[src/rtl/mdio_pkg.sv]
// MDIO Clause 22 master: shared state type, frame constants
// and command-word builder.
package mdio_pkg;

   typedef enum logic [2:0] {
      S_IDLE,
      S_PRE,
      S_CMD,
      S_TA,
      S_DATA,
      S_END
   } mdio_state_t;

   localparam logic [1:0] MDIO_ST    = 2'b01;
   localparam logic [1:0] MDIO_OP_WR = 2'b01;
   localparam logic [1:0] MDIO_OP_RD = 2'b10;
   localparam logic [1:0] MDIO_TA_WR = 2'b10;
   localparam int MDIO_CMD_BITS  = 14;
   localparam int MDIO_DATA_BITS = 16;

   function automatic logic [13:0] mdio_cmd(
      input logic       wr,
      input logic [4:0] phy,
      input logic [4:0] reg_addr
   );
      return {MDIO_ST, (wr ? MDIO_OP_WR : MDIO_OP_RD), phy, reg_addr};
   endfunction

endpackage

[src/rtl/mdio_clkgen.sv]
// MDC divider: CLK_DIV cycles low then CLK_DIV cycles high,
// held low and cleared whenever disabled.
module mdio_clkgen #(
   parameter int CLK_DIV = 20
) (
   input  logic clk,
   input  logic rst,
   input  logic en,
   output logic mdc,
   output logic fall_strobe,
   output logic rise_strobe
);

   logic [7:0] cnt;
   logic       wrap;

   // Strobes flag the cycle whose closing edge toggles MDC.
   assign wrap        = en && (cnt == 8'(CLK_DIV - 1));
   assign fall_strobe = wrap && mdc;
   assign rise_strobe = wrap && !mdc;

   always_ff @(posedge clk) begin
      if (rst || !en) begin
         cnt <= '0;
         mdc <= 1'b0;
      end else begin
         cnt <= wrap ? 8'd0 : cnt + 8'd1;
         if (wrap) mdc <= ~mdc;
      end
   end

endmodule

[src/rtl/mdio_master.sv]
// IEEE 802.3 Clause 22 MDIO master: serialises one register
// read or write per request into an MDC/MDIO frame.
module mdio_master
   import mdio_pkg::*;
#(
   parameter int CLK_DIV      = 20,
   parameter int PREAMBLE_LEN = 32
) (
   input  logic        i_clk,
   input  logic        i_rst,
   input  logic        i_req_valid,
   output logic        o_req_ready,
   input  logic        i_req_write,
   input  logic [4:0]  i_req_phyaddr,
   input  logic [4:0]  i_req_regaddr,
   input  logic [15:0] i_req_wdata,
   output logic        o_resp_valid,
   output logic [15:0] o_resp_rdata,
   output logic        o_busy,
   output logic        o_mdc,
   output logic        o_mdio,
   output logic        o_mdio_t,
   input  logic        i_mdio
);

   mdio_state_t state;
   logic [4:0]  cnt;
   logic        run;
   logic        wr_q;
   logic [15:0] wdata_q;
   logic [15:0] tx_sr;
   logic [15:0] rx_sr;
   logic [15:0] rx_next;
   logic [1:0]  mdio_sync;
   logic        rise_q;
   logic        smp;
   logic        fall_strobe;
   logic        rise_strobe;

   mdio_clkgen #(
      .CLK_DIV(CLK_DIV)
   ) u_clkgen (
      .clk        (i_clk),
      .rst        (i_rst),
      .en         (run),
      .mdc        (o_mdc),
      .fall_strobe(fall_strobe),
      .rise_strobe(rise_strobe)
   );

   // Sample two cycles after the MDC rise to absorb the synchroniser.
   always_comb begin
      rx_next = rx_sr;
      if (smp) rx_next = {rx_sr[14:0], mdio_sync[1]};
   end

   always_ff @(posedge i_clk) begin
      if (i_rst) begin
         state        <= S_IDLE;
         cnt          <= '0;
         run          <= 1'b0;
         wr_q         <= 1'b0;
         wdata_q      <= '0;
         tx_sr        <= '0;
         rx_sr        <= '0;
         mdio_sync    <= 2'b11;
         rise_q       <= 1'b0;
         smp          <= 1'b0;
         o_req_ready  <= 1'b1;
         o_busy       <= 1'b0;
         o_resp_valid <= 1'b0;
         o_resp_rdata <= '0;
         o_mdio       <= 1'b1;
         o_mdio_t     <= 1'b1;
      end else begin
         mdio_sync    <= {mdio_sync[0], i_mdio};
         rise_q       <= rise_strobe;
         smp          <= rise_q;
         rx_sr        <= rx_next;
         o_resp_valid <= 1'b0;
         unique case (state)
            S_IDLE: begin
               if (i_req_valid && o_req_ready) begin
                  wr_q        <= i_req_write;
                  wdata_q     <= i_req_wdata;
                  tx_sr       <= {mdio_cmd(i_req_write, i_req_phyaddr,
                                           i_req_regaddr), 2'b00};
                  rx_sr       <= '0;
                  cnt         <= 5'(PREAMBLE_LEN - 1);
                  run         <= 1'b1;
                  o_mdio      <= 1'b1;
                  o_mdio_t    <= 1'b0;
                  o_req_ready <= 1'b0;
                  o_busy      <= 1'b1;
                  state       <= S_PRE;
               end
            end
            S_PRE: begin
               if (fall_strobe) begin
                  if (cnt == 5'd0) begin
                     cnt    <= 5'(MDIO_CMD_BITS - 1);
                     o_mdio <= tx_sr[15];
                     tx_sr  <= {tx_sr[14:0], 1'b0};
                     state  <= S_CMD;
                  end else begin
                     cnt <= cnt - 5'd1;
                  end
               end
            end
            S_CMD: begin
               if (fall_strobe) begin
                  if (cnt == 5'd0) begin
                     cnt      <= 5'd1;
                     o_mdio   <= wr_q ? MDIO_TA_WR[1] : 1'b1;
                     o_mdio_t <= ~wr_q;
                     state    <= S_TA;
                  end else begin
                     cnt    <= cnt - 5'd1;
                     o_mdio <= tx_sr[15];
                     tx_sr  <= {tx_sr[14:0], 1'b0};
                  end
               end
            end
            S_TA: begin
               if (fall_strobe) begin
                  if (cnt == 5'd0) begin
                     cnt    <= 5'(MDIO_DATA_BITS - 1);
                     o_mdio <= wr_q ? wdata_q[15] : 1'b1;
                     tx_sr  <= {wdata_q[14:0], 1'b0};
                     state  <= S_DATA;
                  end else begin
                     cnt    <= 5'd0;
                     o_mdio <= wr_q ? MDIO_TA_WR[0] : 1'b1;
                  end
               end
            end
            S_DATA: begin
               if (fall_strobe) begin
                  if (cnt == 5'd0) begin
                     run          <= 1'b0;
                     o_mdio       <= 1'b1;
                     o_mdio_t     <= 1'b1;
                     o_resp_valid <= 1'b1;
                     o_resp_rdata <= wr_q ? 16'h0000 : rx_next;
                     state        <= S_END;
                  end else begin
                     cnt    <= cnt - 5'd1;
                     o_mdio <= wr_q ? tx_sr[15] : 1'b1;
                     tx_sr  <= {tx_sr[14:0], 1'b0};
                  end
               end
            end
            S_END: begin
               o_req_ready <= 1'b1;
               o_busy      <= 1'b0;
               state       <= S_IDLE;
            end
            default: state <= S_IDLE;
         endcase
      end
   end

endmodule

[config.mk]
export PLATFORM = sky130hd
export DESIGN_NAME = mdio_master
export DESIGN_NICKNAME = d
export VERILOG_FILES = /design/src/rtl/mdio_pkg.sv /design/src/rtl/mdio_clkgen.sv /design/src/rtl/mdio_master.sv
export SDC_FILE = /design/constraint.sdc
export NUM_CORES = 1
export LEC_CHECK = 0
export CAP_MARGIN = 0
export CELL_PAD_IN_SITES_DETAIL_PLACEMENT = 0
export CELL_PAD_IN_SITES_GLOBAL_PLACEMENT = 1
export CORE_UTILIZATION = 44
export CTS_CLUSTER_SIZE = 12
export DETAILED_ROUTE_END_ITERATION = 8
export GPL_ROUTABILITY_DRIVEN = 0
export GPL_TIMING_DRIVEN = 0
export HOLD_SLACK_MARGIN = 0.15
export PLACE_DENSITY = 0.93
export REMOVE_ABC_BUFFERS = 1
export SETUP_SLACK_MARGIN = 0.4
export SYNTH_ARGS = -nofsm -noshare
export SYNTH_HDL_FRONTEND = slang
export SYNTH_SLANG_ARGS = --single-unit
[constraint.sdc]
create_clock -name i_clk -period 4.8 [get_ports i_clk]
set_clock_uncertainty 0.05 [all_clocks]
set_input_delay 0.72 -clock i_clk [delete_from_list [all_inputs] [get_ports i_clk]]
set_output_delay 0.72 -clock i_clk [all_outputs]
set_load 0.005 [all_outputs]
# Word level (Yosys, flattened, before mapping)
# Index checks and enable logic that the tools add are counted.
[op_classes]
bitwise_logic = 4
shift = 0
n_div = 0
n_mul = 0
order_cmp = 0
eq_ne = 18
reduce_logical = 26
n_addsub = 2
mux = 58
[op_table]
columns = ["op", "n"]
rows = [
  ["2-to-1 mux 16 bit", 11],
  ["one-hot mux 16 bit (4 select lines)", 1],
  ["2-to-1 mux 5 bit", 8],
  ["2-to-1 mux 3 bit", 9],
  ["one-hot mux 5 bit (5 select lines)", 1],
  ["!= test 2 bit (second input constant)", 11],
  ["2-to-1 mux 1 bit", 20],
  ["one-hot mux 3 bit (5 select lines)", 1],
  ["AND reduction 7 bit", 2],
  ["AND reduction 9 bit", 1],
  ["adder 8 x 1 -> 8 bit (second input constant)", 1],
  ["== test 8 x 5 -> 1 bit (second input constant)", 1],
  ["AND reduction 8 bit", 1],
  ["== test 3 x 2 -> 1 bit (second input constant)", 2],
  ["== test 3 bit (second input constant)", 2],
  ["one-hot mux 1 bit (2 select lines)", 3],
  ["AND reduction 6 bit", 1],
  ["logical NOT 5 bit", 1],
  ["one-hot mux 1 bit (5 select lines)", 1],
  ["nonzero test 5 bit", 1],
  ["subtractor 5 x 1 -> 5 bit (second input constant)", 1],
  ["logical AND 1 bit", 4],
  ["2-to-1 mux 4 bit", 1],
  ["inverter 1 bit", 4],
  ["15 further kinds", 19],
]
[word_totals]
latchBits = 0
reg_bits = 92
rom_bits = 0
mem_count = 0
in_bits = 31
out_inout_bits = 22
ram_bits = 0
wordCells = 126

# Longest topological paths before layout
# Gate-level depths: netlist of the first run.
[depth]
word_depth = 5
ltp_mapped = 10
mapped_depth_nobuf = 7

# Cells and area by module
# From an unflattened synthesis of the first run, not the netlist that was laid out.
[hier_totals]
hier_cells = 533
area_unflattened_um2 = 4361.7
[modules_own_cells]
columns = ["module", "seq_area_each_um2", "instances", "cells_each", "area_each_um2"]
rows = [
  ["mdio_master", 1641.6, 1, 489, 3960.0],
  ["mdio_clkgen", 180.2, 1, 44, 401.6],
]

# Worst setup path after synthesis of the first run
# Ideal clock, no wire load.
[synth_path]
path_kind = "flip-flop to flip-flop"
startpoint = "register u_clkgen.cnt[0]"
endpoint = "register tx_sr[1]"
path_buffers = 0
period_less_slack_ns = 2.164
t_arrival_ns = 2.044
setup_time_ns = 0.070
stages_incl_launch_ff = 7
required_time_ns = 4.680
path_slack_ns = 2.636
path_cell_list = "dfxtp_1 > ha_1 > nor4b_4 > nand3_2 > o32a_4 > or4_1 > a21oi_1"
[synth_between]
elab_chain_len = 5
elab_cells_between_ends = 7
classes_between = "eq/ne: 4; reduce/logical: 3"
[synth_lines]
columns = ["element", "line", "text"]
rows = [
  ["from (decl)", "mdio_clkgen.sv:14", "logic [7:0] cnt;"],
  ["from (signal assigned)", "mdio_clkgen.sv:27", "cnt <= wrap ? 8'd0 : cnt + 8'd1;"],
  ["== test 8 x 5 -> 1 bit (*)", "mdio_clkgen.sv:18", "assign wrap = en && (cnt == 8'(CLK_DIV - 1));"],
  ["logical AND 1 bit (*)", "mdio_clkgen.sv:18", ""],
  ["logical AND 1 bit (*)", "mdio_clkgen.sv:19", "assign fall_strobe = wrap && mdc;"],
  ["!= test 2 x 1 -> 1 bit (no line) / != test 2 bit (equally long branches)", "n/a", ""],
  ["AND reduction 8 bit (no line) (*)", "n/a", ""],
  ["to (signal assigned)", "mdio_master.sv:86", "tx_sr <= {mdio_cmd(i_req_write, i_req_phyaddr,"],
  ["to (signal assigned)", "mdio_master.sv:103", "tx_sr <= {tx_sr[14:0], 1'b0};"],
  ["to (signal assigned)", "mdio_master.sv:120", "tx_sr <= {tx_sr[14:0], 1'b0};"],
  ["to (decl)", "mdio_master.sv:31", "logic [15:0] tx_sr;"],
]
# Every way passes the cells marked *; elsewhere a longest branch is shown, timed or not.
# A chain may end at the register's enable or synchronous reset.

# Final worst setup path of the first run
[layout_path]
startpoint = "register state[1]"
endpoint = "register cnt[3]"
[layout_between]
elab_chain_len = 3
elab_cells_between_ends = 14
classes_between = "eq/ne: 10; mux: 1; reduce/logical: 3"
[layout_lines]
columns = ["element", "line", "text"]
rows = [
  ["from (decl)", "mdio_master.sv:26", "mdio_state_t state;"],
  ["from (signal assigned)", "mdio_master.sv:59", "state <= S_IDLE;"],
  ["from (signal assigned)", "mdio_master.sv:95", "state <= S_PRE;"],
  ["from (signal assigned)", "mdio_master.sv:104", "state <= S_CMD;"],
  ["== test 3 bit, or another cell as far along", "mdio_master.sv:81", "unique case (state)"],
  ["nonzero test 5 bit (no line) / != test 2 bit (equally long branches)", "n/a", ""],
  ["AND reduction 7 bit (no line)", "n/a", ""],
  ["to (signal assigned)", "mdio_master.sv:89", "cnt <= 5'(PREAMBLE_LEN - 1);"],
  ["to (signal assigned)", "mdio_master.sv:101", "cnt <= 5'(MDIO_CMD_BITS - 1);"],
  ["to (signal assigned)", "mdio_master.sv:106", "cnt <= cnt - 5'd1;"],
  ["to (decl)", "mdio_master.sv:27", "logic [4:0] cnt;"],
]
# Several ways; a longest one is shown, not always the timed one.

==> impl_metrics.env, run 1 <==
export IMPL_synth_flop_cell="dfxtp_1"
export IMPL_synth_cells_most_frequent="dfxtp_1, nand2_1, a21oi_1"
export IMPL_crit_path_top_delay_cell="dfxtp_1"
export IMPL_remaining_drc_errors=0
export IMPL_crit_chain="or2_2, or3_1, o21ai_0, o211a_1"
export IMPL_clock_sinks=91
export IMPL_grt_pass1_wl_um=16700
export IMPL_fp_dieH_um=101
export IMPL_distinct_cell_type_count_of_the_synthesized_netlist=59
export IMPL_antennaDiodeCount=0
export IMPL_antenna_violations_before_repair=0
export IMPL_wl_per_cell_um=14.2
export IMPL_yosys_register_bits=91
export IMPL_syn_cell_area_um2=4320
export IMPL_cts_tree="yes"
export IMPL_max_clock_path_buffers=2
export IMPL_post_synth_top_area_cell="dfxtp_1"
export IMPL_die_x_extent_um=101
export IMPL_timing_worst_slew_pin_value_ns=1.30
export IMPL_fin_total_pwr_w=0.00150
export IMPL_final_design_area_no_fill_um2=5010
export IMPL_detailed_placer_s_ending_hpwl_um=6430
export IMPL_postCtsSetupBuffers=0
export IMPL_final_net_count=591
export IMPL_cts_htree_levels=3
export IMPL_cts_buffers=9
export IMPL_run_status="completed"
export IMPL_critPathMaxFanout=36
export IMPL_timing_critical_path_from_type="flip-flop"
export IMPL_synth_enable_flop_cells=0
export IMPL_synth_sequential_area_ratio=0.422
export IMPL_placement_cell_area_um2=4830
export IMPL_layout_min_cycle_time_ns=3.37
export IMPL_clkSlewWorstSetupHoldPaths_ns=0.09
export IMPL_post_route_period_util=0.702
export IMPL_cp_top_family="simple AND/OR/NAND/NOR gates"
export IMPL_count_of_vias_placed_by_the_detailed_router=3822
export IMPL_max_vdd_ir_drop_uv=144
export IMPL_first_global_vias=3505
export IMPL_floorplan_die_area_um2=10200
export IMPL_critPathBufInv=0
export IMPL_cap_violations=0
export IMPL_post_synth_main_area_contributors="dfxtp_1, nand2_1, a21oi_1, mux2i_1, nor2_1"
export IMPL_timing_hold_worst_class="flip-flop to flip-flop"
export IMPL_ant_nets=0
export IMPL_drive_gt1_frac=0.0587
export IMPL_fp_rows=35
export IMPL_totalWireLength_um=9840
export IMPL_initial_core_util=0.461
export IMPL_setup_violations=0
export IMPL_crit_arrival_ns=3.57
export IMPL_leading_cell_type_by_number_of_instances_after_synthesis="dfxtp_1"
export IMPL_critical_path_required_ns=5.00
export IMPL_synth_async_sr_flop_share=0
export IMPL_number_of_max_slew_violations_in_the_final_report=0
export IMPL_globalRouteTotalUtil=0.206
export IMPL_worstSetupPathType="flip-flop to flip-flop"
export IMPL_synth_top_area_share=0.422
export IMPL_timing_critical_path_slowest_cell_delay_ns=1.19
export IMPL_detailedRoute_firstPassIterationCount=5
export IMPL_floorplan_io_pins=53
export IMPL_power_static_leakage_nw=1.64
export IMPL_syn_avg_cell_area_um2=8.08
export IMPL_slew_headroom=0.133
export IMPL_cts_resized_gates=0
export IMPL_yosys_warnings=0
export IMPL_finalSetupTns_ns=0
export IMPL_post_synth_inst_count=535
export IMPL_report_final_hold_viol_count=0
export IMPL_buffer_ports_inserted=52
export IMPL_endpoint_kind="flip-flop"
export IMPL_grt_start_max_net_pins=38
export IMPL_number_of_hold_buffers_added_after_cts=0
export IMPL_max_clock_freq_mhz=297
export IMPL_synthToLayoutAreaGrowth_pct=16.0
export IMPL_power_per_cell_area_nw_per_um2=300
export IMPL_avgViaCountPerCell=5.53
export IMPL_first_iter_violations=248
export IMPL_root_buffer="clkbuf_8"
export IMPL_overflow=0
export IMPL_clock_latency_ns=0.36
export IMPL_grt_setup_unrepaired="false"
export IMPL_fp_coreArea_um2=9370
[sequential cells by signal, summed over array words and instances (netlist names)]
register      cells
o_resp_rdata     16
rx_sr            16
wdata_q          16
tx_sr            15
u_clkgen.cnt      8
cnt               5
state             3
mdio_sync         2
o_busy            1
o_mdio            1
o_mdio_t          1
o_req_ready       1
o_resp_valid      1
rise_q            1
run               1
smp               1
u_clkgen.mdc      1
wr_q              1
[cells in the final DEF, fill, tap and decap left out, drive strengths merged, types with 9 or more instances in the layout]
master,n
nand2,85
mux2i,22
o21ai,11
a21oi,60
clkdlybuf4s50,51
nor3,23
nor2,53
a211oi,14
or3,19
o22ai,15
clkbuf,9
nand3,17
dfxtp,91
[worst paths after layout]
path | from | end | slack (ns) | depth (start not counted)
hold reg to reg | mdio_sync[0] | mdio_sync[1] | 0.36 | 1
hold / removal | mdio_sync[0] | mdio_sync[1] | 0.36 | 1
setup / recovery | state[1] | cnt[3] | 1.43 | 4
setup reg to reg | state[1] | cnt[3] | 1.43 | 4
[power by group]
group | leakage [nW] | switching [W] | internal, W | total (W)
clock | 0.0850 | 0.000270 | 0.000186 | 0.000456
combinational | 0.816 | 0.000126 | 0.0000991 | 0.000225
sequential | 0.740 | 0.0000360 | 0.000787 | 0.000823
[metrics by stage]
step	hold WS, ns	worst slack (ns)	instances	util
6_report	0.364	1.43	691	0.535
5_1_grt	0.379	1.11	691	0.535
4_1_cts	0.367	1.43	690	0.533
3_5_place_dp	0.345	1.45	675	0.515
2_1_floorplan	0.339	2.26	493	-
3_3_place_gp	0.348	0.939	674	0.514
[cell type report]
cell class | count | area [um2]
Multi-Input combinational cell | 395 | 2290
Tap cell | 129 | 161
Clock inverter | 6 | 43.8
Clock buffer | 9 | 124
Inverter | 7 | 26.3
Fill cell | 934 | 4360
Sequential cell | 91 | 1820
Timing Repair Buffer | 54 | 547
[per-layer routing]
layer	up-vias	global-route usage	routed length (um)
met3	16	0.0381	530
met4	0	0.0825	167
met2	114	0.330	4580
met5	-	0	0
li1	1939	-	-
met1	1753	0.273	4560
[kinds of logic after synthesis]
family | after synthesis | share of synthesized area
flip-flops | 91 | 0.422
buffers and inverters | 49 | 0.0492
multiplexers | 22 | 0.0510
AND/OR/NAND/NOR | 233 | 0.265
AO/OA/AOI/OAI | 128 | 0.187
XOR/XNOR | 10 | 0.0203
adder cells (fa/ha/maj) | 2 | 0.00579
Note: power is estimated with default switching activity, not from simulation.
==> run 2: changes to the inputs <==
Settings changed: CORE_UTILIZATION 44 to 41, PLACE_DENSITY 0.93 to 0.88.
Clock period 4.8 ns to 3.49 ns, I/O delays scaled along.
==> impl_metrics.env, run 2 (synthesis gave the netlist of run 1 again) <==
export IMPL_finalSetupTns_ns=0
export IMPL_synthToLayoutAreaGrowth_pct=16.7
export IMPL_grt_setup_unrepaired="false"
export IMPL_placement_cell_area_um2=4840
export IMPL_sw_share=0.287
export IMPL_buffer_ports_inserted=52
export IMPL_most_frequent_cells_in_the_layout="dfxtp_1, nand2_1, a21oi_1, nor2_1, clkdlybuf4s50_1"
export IMPL_max_vdd_ir_drop_uv=206
export IMPL_worstRegToRegCells=4
export IMPL_clock_latency_ns=0.35
export IMPL_layout_min_cycle_time_ns=2.91
export IMPL_hp_start="mdio_sync[0]"
export IMPL_crit_arrival_ns=3.15
export IMPL_avgViaCountPerCell=5.51
export IMPL_cts_htree_levels=3
export IMPL_report_final_hold_viol_count=0
export IMPL_floorplan_io_pins=53
export IMPL_timing_critical_path_slowest_cell_delay_ns=0.93
export IMPL_overflow=0
export IMPL_r2r_start="state[2]"
export IMPL_count_of_vias_placed_by_the_detailed_router=3859
export IMPL_max_clock_path_buffers=2
export IMPL_floorplan_die_area_um2=11000
export IMPL_final_design_area_no_fill_um2=5040
export IMPL_detailed_placer_s_ending_hpwl_um=6380
export IMPL_largest_registers_ranked_by_flip_flop_count="o_resp_rdata: 16 flops, rx_sr: 16 flops, wdata_q: 16 flops"
export IMPL_crit_reg2reg_capture="tx_sr[14]"
export IMPL_drive_gt1_frac=0.0656
export IMPL_power_combinational_fraction=0.150
export IMPL_reported_net_switching_power_w=0.000606
export IMPL_first_global_vias=3711
export IMPL_cap_violations=0
export IMPL_antennaDiodeCount=0
export IMPL_timing_critical_path_from="state[2]"
export IMPL_globalRouteTotalUtil=0.194
export IMPL_first_iter_violations=288
export IMPL_wl_per_cell_um=14.4
export IMPL_grt_pass1_wl_um=17500
export IMPL_fp_coreArea_um2=10300
export IMPL_setup_violations=0
export IMPL_worstSetupPathType="flip-flop to flip-flop"
export IMPL_critical_path_required_ns=3.73
export IMPL_clock_sinks=91
export IMPL_fp_dieH_um=105
export IMPL_die_x_extent_um=105
export IMPL_clkSlewWorstSetupHoldPaths_ns=0.09
export IMPL_initial_core_util=0.420
export IMPL_ant_nets=0
export IMPL_cts_tree="yes"
export IMPL_endpoint="tx_sr[14]"
export IMPL_power_internal_w=0.00150
export IMPL_endpoint_kind="flip-flop"
export IMPL_crit_chain="or3b_1, o32ai_2, o221ai_1, a21oi_1"
export IMPL_worst_r2r_setup_slack_ns=0.58
export IMPL_remaining_drc_errors=0
export IMPL_detailedRoute_firstPassIterationCount=7
export IMPL_max_clock_freq_mhz=343
export IMPL_power_share_clock=0.313
export IMPL_run_status="completed"
export IMPL_final_net_count=592
export IMPL_slew_headroom=0.166
export IMPL_fp_rows=37
export IMPL_power_per_cell_area_nw_per_um2=418
export IMPL_crit_path_top_delay_cell="o32ai_2"
export IMPL_grt_start_max_net_pins=53
export IMPL_seqPwrFrac=0.537
export IMPL_power_static_leakage_nw=1.65
export IMPL_number_of_max_slew_violations_in_the_final_report=0
export IMPL_root_buffer="clkbuf_8"
export IMPL_totalWireLength_um=10100
export IMPL_critPathMaxFanout=37
export IMPL_number_of_hold_buffers_added_after_cts=0
export IMPL_antenna_violations_before_repair=0
export IMPL_timing_hold_worst_class="flip-flop to flip-flop"
export IMPL_layout_commonest_cell="dfxtp_1"
export IMPL_cts_buffers=9
export IMPL_fill_cells=1047
export IMPL_timing_critical_path_from_type="flip-flop"
export IMPL_post_route_period_util=0.835
export IMPL_timing_worst_slew_pin_value_ns=1.25
[run 2: metal layers]
metal | part of all wire | routed length (um) | track usage | vias to the layer above
li1 | - | - | - | 1932
met1 | 0.47 | 4730 | 0.251 | 1791
met2 | 0.46 | 4670 | 0.320 | 118
met3 | 0.051 | 516 | 0.0356 | 18
met4 | 0.019 | 190 | 0.0744 | 0
met5 | 0 | 0 | 0 | -
[run 2: power groups by stage]
| stage | Combinational [W] | Clock (W) | Sequential [W] |
|---|---|---|---|
| after floorplan | 0.000196 | 0 | 0.00114 |
| after global placement | 0.000301 | 0 | 0.00115 |
| after detailed placement | 0.000307 | 0 | 0.00116 |
| after CTS | 0.000308 | 0.000676 | 0.00113 |
| after global routing | 0.000352 | 0.000724 | 0.00114 |
| final | 0.000316 | 0.000661 | 0.00113 |
[run 2: area by class of cell]
type | instances | area, um2 | area share
Inverter | 7 | 26.3 | 0.00521
Clock inverter | 5 | 38.8 | 0.00769
Sequential cell | 91 | 1830 | 0.362
Multi-Input combinational cell | 395 | 2290 | 0.453
Tap cell | 136 | 170 | 0.0337
Timing Repair Buffer | 55 | 554 | 0.110
Clock buffer | 11 | 141 | 0.0280
[run 2: worst min-delay path by stage]
stage / slack, ns / cells past startpoint / endpoint
after floorplan: 0.34 / 1 / mdio_sync[1]
after global placement: 0.35 / 1 / mdio_sync[1]
after detailed placement: 0.34 / 1 / mdio_sync[1]
after CTS: 0.37 / 1 / mdio_sync[1]
after global routing: 0.38 / 1 / mdio_sync[1]
final: 0.37 / 1 / mdio_sync[1]
[run 2: repair_timing]
action,4_1_cts,5_1_grt
setup buffers,0,1
resized for setup,2,1
endpoints found under the hold margin,0,0
endpoints found under the setup margin,51,49
[run 2: critical path: cells and delay by family, from the launching register on]
family          cells  cell delay, ns
flops               1            0.80
compound gates      3            1.38
simple gates        1            0.61
[run 2: metrics by stage]
stage                     hold slack [ns]  utilization  setup WS (ns)  total power (W)  instances
final                               0.365        0.491          0.576          0.00211        700
after global routing                0.378        0.491          0.412          0.00222        700
after CTS                           0.367        0.489          0.421          0.00212        698
after detailed placement            0.344        0.471          0.168          0.00146        682
after global placement              0.346        0.469         -0.196          0.00145        681
after floorplan                     0.339            -          0.948          0.00134        493
==> run 3: changes to the inputs <==
Settings changed: CORE_UTILIZATION 41 to 37, PLACE_DENSITY 0.88 to 0.84.
Clock period 3.49 ns to 2.34 ns, I/O delays scaled along.
==> impl_metrics.env, run 3 (synthesis gave the netlist of run 1 again) <==
export IMPL_initial_core_util=0.378
export IMPL_cts_buffers=9
export IMPL_ant_nets=0
export IMPL_detailed_placer_s_ending_hpwl_um=6650
export IMPL_fp_coreArea_um2=11400
export IMPL_layout_min_cycle_time_ns=2.11
export IMPL_cp_common_cell="buf_4"
export IMPL_detailedRoute_firstPassIterationCount=5
export IMPL_overflow=0
export IMPL_crit_chain="inv_2, ha_4, nor4b_4, buf_4, buf_8, nor4_4, buf_4, o21ai_4, buf_12, a221oi_2, nor3_1"
export IMPL_fp_dieH_um=110
export IMPL_endpoint_kind="flip-flop"
export IMPL_remaining_drc_errors=0
export IMPL_totalWireLength_um=12600
export IMPL_layout_commonest_cell="nand2_1"
export IMPL_placement_cell_area_um2=4860
export IMPL_clkSlewWorstSetupHoldPaths_ns=0.07
export IMPL_critPathBufInv=5
export IMPL_clock_sinks=91
export IMPL_final_net_count=649
export IMPL_power_per_cell_area_nw_per_um2=659
export IMPL_critPathMaxFanout=4
export IMPL_drive_gt1_frac=0.221
export IMPL_post_route_worst_setup_slack_ns=0.227
export IMPL_crit_arrival_ns=2.25
export IMPL_timing_critical_path_slowest_cell_delay_ns=0.35
export IMPL_first_iter_violations=378
export IMPL_number_of_hold_buffers_added_after_cts=0
export IMPL_buffer_ports_inserted=52
export IMPL_slew_headroom=0.432
export IMPL_wl_per_cell_um=16.5
export IMPL_root_buffer="clkbuf_16"
export IMPL_critical_path_required_ns=2.48
export IMPL_grt_setup_unrepaired="true"
export IMPL_grt_start_max_net_pins=44
export IMPL_cp_top_family="buffers and inverters"
export IMPL_fin_total_pwr_w=0.00397
export IMPL_most_frequent_cells_in_the_layout="nand2_1, dfxtp_1, a21oi_1, nor2_1, clkdlybuf4s50_1"
export IMPL_clock_latency_ns=0.34
export IMPL_power_static_leakage_nw=2.11
export IMPL_timing_worst_slew_pin_value_ns=0.851
export IMPL_crit_path_top_delay_cell="dfxtp_2"
export IMPL_count_of_vias_placed_by_the_detailed_router=4308
export IMPL_fp_rows=39
export IMPL_globalRouteTotalUtil=0.212
export IMPL_final_design_area_no_fill_um2=6010
export IMPL_first_global_vias=4041
export IMPL_antenna_violations_before_repair=0
export IMPL_max_clock_freq_mhz=473
export IMPL_multi_input_area_um2=2590
export IMPL_floorplan_die_area_um2=12100
export IMPL_timing_critical_path_from_type="flip-flop"
export IMPL_timing_hold_worst_class="flip-flop to flip-flop"
export IMPL_post_route_period_util=0.903
export IMPL_synthToLayoutAreaGrowth_pct=39.2
export IMPL_fill_cells=1061
export IMPL_largest_registers_ranked_by_flip_flop_count="o_resp_rdata: 16 flops, rx_sr: 16 flops, wdata_q: 16 flops"
export IMPL_floorplan_io_pins=53
export IMPL_worstSetupPathType="flip-flop to flip-flop"
export IMPL_run_status="completed"
export IMPL_avgViaCountPerCell=5.64
export IMPL_grt_pass1_wl_um=19800
export IMPL_report_final_hold_viol_count=0
export IMPL_worst_case_setup_slack_after_placement_ns=-1.06
export IMPL_cap_violations=0
export IMPL_cts_htree_levels=3
export IMPL_number_of_max_slew_violations_in_the_final_report=0
export IMPL_max_clock_path_buffers=2
export IMPL_max_vdd_ir_drop_uv=461
export IMPL_ff_latch_area_um2=1850
export IMPL_setup_violations=0
export IMPL_antennaDiodeCount=0
export IMPL_cts_tree="yes"
export IMPL_die_x_extent_um=110
[run 3: timing repair]
action	in CTS	in global routing
pin swaps	26	32
gates resized for setup	58	28
cloned	5	0
setup buffers	40	14
endpoints found under the setup margin	78	39
[run 3: metal layers]
metal	vias up	part of all wire	GRT usage
met2	190	0.48	0.363
met4	0	0.027	0.0781
met1	2007	0.42	0.263
li1	2069	-	-
met5	-	0	0
met3	42	0.069	0.0400
[run 3: final timing paths]
path	startpoint	endpoint	slack, ns	depth (start not counted)
max	cnt[1]	tx_sr[4]	0.23	11
min	mdio_sync[0]	mdio_sync[1]	0.37	1
max reg2reg	cnt[1]	tx_sr[4]	0.23	11
min reg2reg	mdio_sync[0]	mdio_sync[1]	0.37	1
[run 3: area by class of cell]
class | instances | share of cell area
Timing Repair Buffer | 107 | 0.172
Multi-Input combinational cell | 400 | 0.431
Clock buffer | 10 | 0.0381
Tap cell | 143 | 0.0297
Clock inverter | 6 | 0.0160
Sequential cell | 91 | 0.308
Inverter | 7 | 0.00499
[run 3: power by group]
part | internal, W | leakage (nW) | switching [W]
combinational | 0.000318 | 1.20 | 0.000358
clock | 0.000952 | 0.156 | 0.000656
sequential | 0.00161 | 0.747 | 0.0000684
total | 0.00288 | 2.11 | 0.00108
[run 3: through the flow]
stage,utilization,setup TNS (ns),std cells,hold WS (ns)
2_1_floorplan,-,-4.10,493,0.339
3_3_place_gp,0.423,-77.53,688,0.348
3_5_place_dp,0.425,-57.51,689,0.354
4_1_cts,0.507,0,750,0.373
5_1_grt,0.527,0,764,0.404
6_report,0.527,0,764,0.375
